[src/rtl/amstrad_vram_fetch.sv]
// Video-RAM fetch sequencer: splits one BYTES-wide video word into per-CAS byte fetches,
// with an optional one-byte skew that carries the top lane into the next video phase.
module amstrad_vram_fetch #(
  parameter  int BYTES  = 2,
  parameter  int ADDR_W = 15,
  localparam int LANE_W = $clog2(BYTES)
) (
  input  logic                 clk,
  input  logic                 reset,
  input  logic                 cpu_n,
  input  logic                 ras_n,
  input  logic                 cas_n,
  input  logic                 de,
  input  logic                 shift_en,
  input  logic [ADDR_W-1:0]    crtc_addr,
  input  logic [8*BYTES-1:0]   vram_din,
  output logic [ADDR_W-1:0]    vram_addr,
  output logic [7:0]           vram_d,
  output logic [LANE_W-1:0]    lane,
  output logic                 byte_valid
);

  logic [ADDR_W-1:0] vram_addr_q, vram_addr_d;
  logic [7:0]        vram_d_q, vram_d_d;
  logic [LANE_W-1:0] lane_q, lane_d;
  logic              byte_valid_q, byte_valid_d;
  logic [7:0]        carry_q, carry_d;
  logic              cas_n_dly_q, cas_n_dly_d;

  logic [7:0] cur_byte, prev_byte;
  logic       capture, cas_rise, lane_max;

  assign capture  = !ras_n && !cas_n;
  assign cas_rise = !ras_n && !cas_n_dly_q && cas_n;
  assign lane_max = (lane_q == LANE_W'(BYTES-1));

  // prev_byte is only consumed when lane_q > 0, so lane 0 leaves it at zero.
  always_comb begin
    cur_byte  = 8'h00;
    prev_byte = 8'h00;
    for (int k = 0; k < BYTES; k++) begin
      if (lane_q == LANE_W'(k)) begin
        cur_byte = vram_din[8*k +: 8];
        if (k > 0) prev_byte = vram_din[8*(k-1) +: 8];
      end
    end
  end

  always_comb begin
    vram_addr_d  = vram_addr_q;
    vram_d_d     = vram_d_q;
    lane_d       = lane_q;
    byte_valid_d = 1'b0;
    carry_d      = carry_q;
    cas_n_dly_d  = cas_n;

    if (!cpu_n) begin
      lane_d = '0;
    end else begin
      vram_addr_d = crtc_addr;
      if (capture) begin
        if (!shift_en) begin
          vram_d_d = cur_byte;
        end else begin
          vram_d_d = (lane_q == '0) ? carry_q : prev_byte;
          if (lane_max) carry_d = de ? vram_din[8*(BYTES-1) +: 8] : 8'h00;
        end
      end
      if (cas_rise) begin
        byte_valid_d = 1'b1;
        lane_d       = lane_max ? lane_q : lane_q + LANE_W'(1);
      end
    end
  end

  always_ff @(posedge clk) begin
    if (reset) begin
      vram_addr_q  <= '0;
      vram_d_q     <= 8'h00;
      lane_q       <= '0;
      byte_valid_q <= 1'b0;
      carry_q      <= 8'h00;
      cas_n_dly_q  <= 1'b1;
    end else begin
      vram_addr_q  <= vram_addr_d;
      vram_d_q     <= vram_d_d;
      lane_q       <= lane_d;
      byte_valid_q <= byte_valid_d;
      carry_q      <= carry_d;
      cas_n_dly_q  <= cas_n_dly_d;
    end
  end

  assign vram_addr  = vram_addr_q;
  assign vram_d     = vram_d_q;
  assign lane       = lane_q;
  assign byte_valid = byte_valid_q;

endmodule

[config.mk]
export PLATFORM = sky130hd
export DESIGN_NAME = amstrad_vram_fetch
export DESIGN_NICKNAME = d
export VERILOG_FILES = /design/src/rtl/amstrad_vram_fetch.sv
export SDC_FILE = /design/constraint.sdc
export NUM_CORES = 1
export LEC_CHECK = 0
export ABC_AREA = 1
export BUFFER_PORTS_ARGS = -buffer_cell sky130_fd_sc_hd__buf_2
export CORE_MARGIN = 1
export CORE_UTILIZATION = 25
export CTS_CLUSTER_SIZE = 40
export DETAILED_ROUTE_END_ITERATION = 8
export GPL_TIMING_DRIVEN = 0
export PLACE_DENSITY_LB_ADDON = 0.15
export REMOVE_ABC_BUFFERS = 1
export SKIP_CTS_REPAIR_TIMING = 1
export SYNTH_ARGS = -nofsm -noshare
export SYNTH_HDL_FRONTEND = slang
export SYNTH_SLANG_ARGS = --single-unit
export TNS_END_PERCENT = 10
[constraint.sdc]
create_clock -name clk -period 1.2 [get_ports clk]
set_input_delay 0.18 -clock clk [delete_from_list [all_inputs] [get_ports clk]]
set_output_delay 0.18 -clock clk [all_outputs]
set_load 0.005 [all_outputs]
==> results by group <==
Layout
  – Design area: 2100 um2
  – FF+latch area: slightly below 700 um2
  – Area Growth Syn to Fin: 26.8%
  – Layout fillers: 700
  – N_diodes: 0
  – Nets: 347
  – Share of cells above drive strength 1: about a quarter
  – Multi-input gate area: 769 um2

Synth
  – Syn Area/Cell: 6.61 um2
  – Post-Synthesis Cells: about 250
  – #FFs+latches synth: 34
  – Synth cell types: 20
  – Yosys warning total: 0
  – Post-Syn Area: 1660 um2
  – Register area share after synthesis: 41.0%

Drt
  – DRC: 0
  – Vias per cell: 4.38
  – Vias: 1690
  – Initial drt markers: 74
  – Wire per inst: 11.7 um
  – First-pass DRT Iterations: 4
  – Routed Antenna Nets: 0
  – DRT Wirelength: ~4500 um

Die
  – Horiz. Die Dim: between 80 and 90 um
  – Row count: 29
  – DIE AREA: 6970 um2
  – Die height: 83.5 um
  – Ports: 63
  – Initial Utilization: 26.0%
  – Core ar.: 6390 um2

Power and ir drop
  – Total power: 2.61 mW
  – Pwr Density: 1240 nW/um2
  – VDD IR max: 0.443 mV
  – Cell leakage power: 1.08 nW

Global routing
  – Total GRT Usage: 13.7%
  – Largest net degree at the start of global routing: 33
  – First-pass GRT wire length: between 7000 and 8000 um
  – Vias in the first global route: 1518
  – Initial antenna violation count: 0
  – Global route overflow: 0

CTS
  – Clk Latency, worst-skew pair: 280 ps
  – Root buf cell: clkbuf_8
  – CTS tree: built
  – Htree depth: 2
  – Clock slew at reported path FFs: 70 ps
  – Clock tree buffer depth: 2
  – Clock sink total: 34
  – Total CTS buffers: 5

Critical path
  – CP arrival: roughly 1300 ps
  – Crit. End Element: flop
  – Kind of critical path: flop to flop
  – Register-to-register path setup slack: 90 ps
  – Crit path max fanout: 15
  – CP Launch Type: flop
  – Req. time, crit path: roughly 1400 ps

Worst hold path
  – HP Class: input pin to flop

STA
  – Final worst-path cycle share: 92.4%
  – Final Max Tran Viols: 0
  – Clock skew: 3.55 ps
  – F_max: 902 MHz
  – Final Setup Violations: 0
  – Final Hold Viols: 0
  – Worst Max-Slew Pin Slew: 545 ps
  – Minimum clock period: 1110 ps
  – Unrepaired setup endpoints after global routing: no
  – Worst slew margin: a little under two thirds

Placed design
  – Number of port buffers: 62
  – Dpl cell area: 1980 um2
  – Post-DP HPWL: approximately 2900 um
  – Gpl congestion: approximately 0.74

Run
  – Max Cap Violations: 0

Run status
  – Outcome: complete, no violations
[cells in the mapped netlist]
master | instances | area, um2
nand3_4 | 1 | 17.5
o21ai_0 | 15 | 75.1
nor2_1 | 40 | 150
nand2_1 | 82 | 308
nand4_1 | 8 | 50.1
clkbuf_1 | 2 | 7.51
dfxtp_1 | 34 | 681
a21oi_1 | 9 | 45.0
buf_2 | 3 | 15.0
nand3_1 | 16 | 80.1
buf_6 | 4 | 45.0
inv_2 | 1 | 3.75
nand2_4 | 1 | 11.3
inv_1 | 27 | 101
or2_2 | 1 | 6.26
inv_6 | 1 | 8.76
nand2_2 | 1 | 6.26
nor2_8 | 1 | 20.0
inv_4 | 1 | 6.26
buf_4 | 3 | 22.5
[cell usage in the layout, fill, tap and decap left out, types with 6 or more instances in the layout]
master	Yosys	final
nand2_1	82	82
dfxtp_1	34	33
inv_1	27	26
a21oi_1	9	9
nor2_1	40	40
buf_2	3	62
o21ai_0	15	15
nand3_1	16	16
nand4_1	8	8
clkbuf_8	0	6
[state kept, by name (all words and copies together) (netlist names)]
| register | count |
|---|---|
| byte_valid | 1 |
| carry_q | 8 |
| vram_addr | 15 |
| vram_d | 8 |
| lane | 1 |
| cas_n_dly_q | 1 |
[cells by family after synthesis]
family / after synthesis / share of synthesized area (%)
AND/OR/NAND/NOR: 151 / 39.1
buffers and inverters: 42 / 12.7
flip-flops: 34 / 41.0
AO/OA/AOI/OAI: 24 / 7.23
[power breakdown]
| group | switching (mW) | internal, mW | leakage, nW | total, mW |
|---|---|---|---|---|
| logic | 0.193 | 0.137 | 0.744 | 0.330 |
| clock network | 0.416 | 0.664 | 0.0573 | 1.08 |
| registers | 0.0242 | 1.18 | 0.280 | 1.20 |
| total | 0.633 | 1.98 | 1.08 | 2.61 |
[layout make-up]
cell class	instances	area share, %
flip-flops and latches	34	32.5
well taps	77	4.58
inverters	30	5.89
clock inverters	1	1.43
clock buffers	6	3.92
repair buffers	63	15.1
multi-input cells	175	36.6
[worst paths after layout]
kind	start	end	depth (start not counted)
hold / removal	crtc_addr[1]	vram_addr[1]$_SDFFE_PP0P_	3
setup reg to reg	lane$_SDFFE_PP0P_	vram_d[2]$_SDFFE_PP0P_	5
setup / recovery	lane$_SDFFE_PP0P_	vram_d[2]$_SDFFE_PP0P_	5
hold reg to reg	vram_addr[5]$_SDFFE_PP0P_	vram_addr[5]$_SDFFE_PP0P_	2
[worst max-delay path: stages (launching register included)]
cell	delay, ps
dfxtp_4	480
buf_4	240
nand2_1	70
nand3_1	80
nand2_1	70
a21oi_1	110
[per-layer routing]
metal | wire length, um | part of all wire (%) | vias to the layer above | GRT usage (%)
met5 | 0 | 0 | - | 0
met4 | 65 | 1.4 | 0 | 4.62
li1 | - | - | 887 | -
met2 | 1900 | 42 | 75 | 21.6
met3 | 369 | 8.1 | 8 | 4.06
met1 | 2200 | 49 | 720 | 18.0
[metrics by stage]
step	cells	TNS, ps	hold slack [ps]	setup slack [ps]	utilization, %
floorplan	239	-1180	284	-102	-
CTS	385	-7440	80.2	-555	32.7
global route	386	0	117	9.97	33.0
global placement	378	-9870	383	-468	31.0
detailed placement	378	-10170	385	-465	31.0
finish	386	0	115	91.3	33.0
Power figures use the tool's default switching activity.
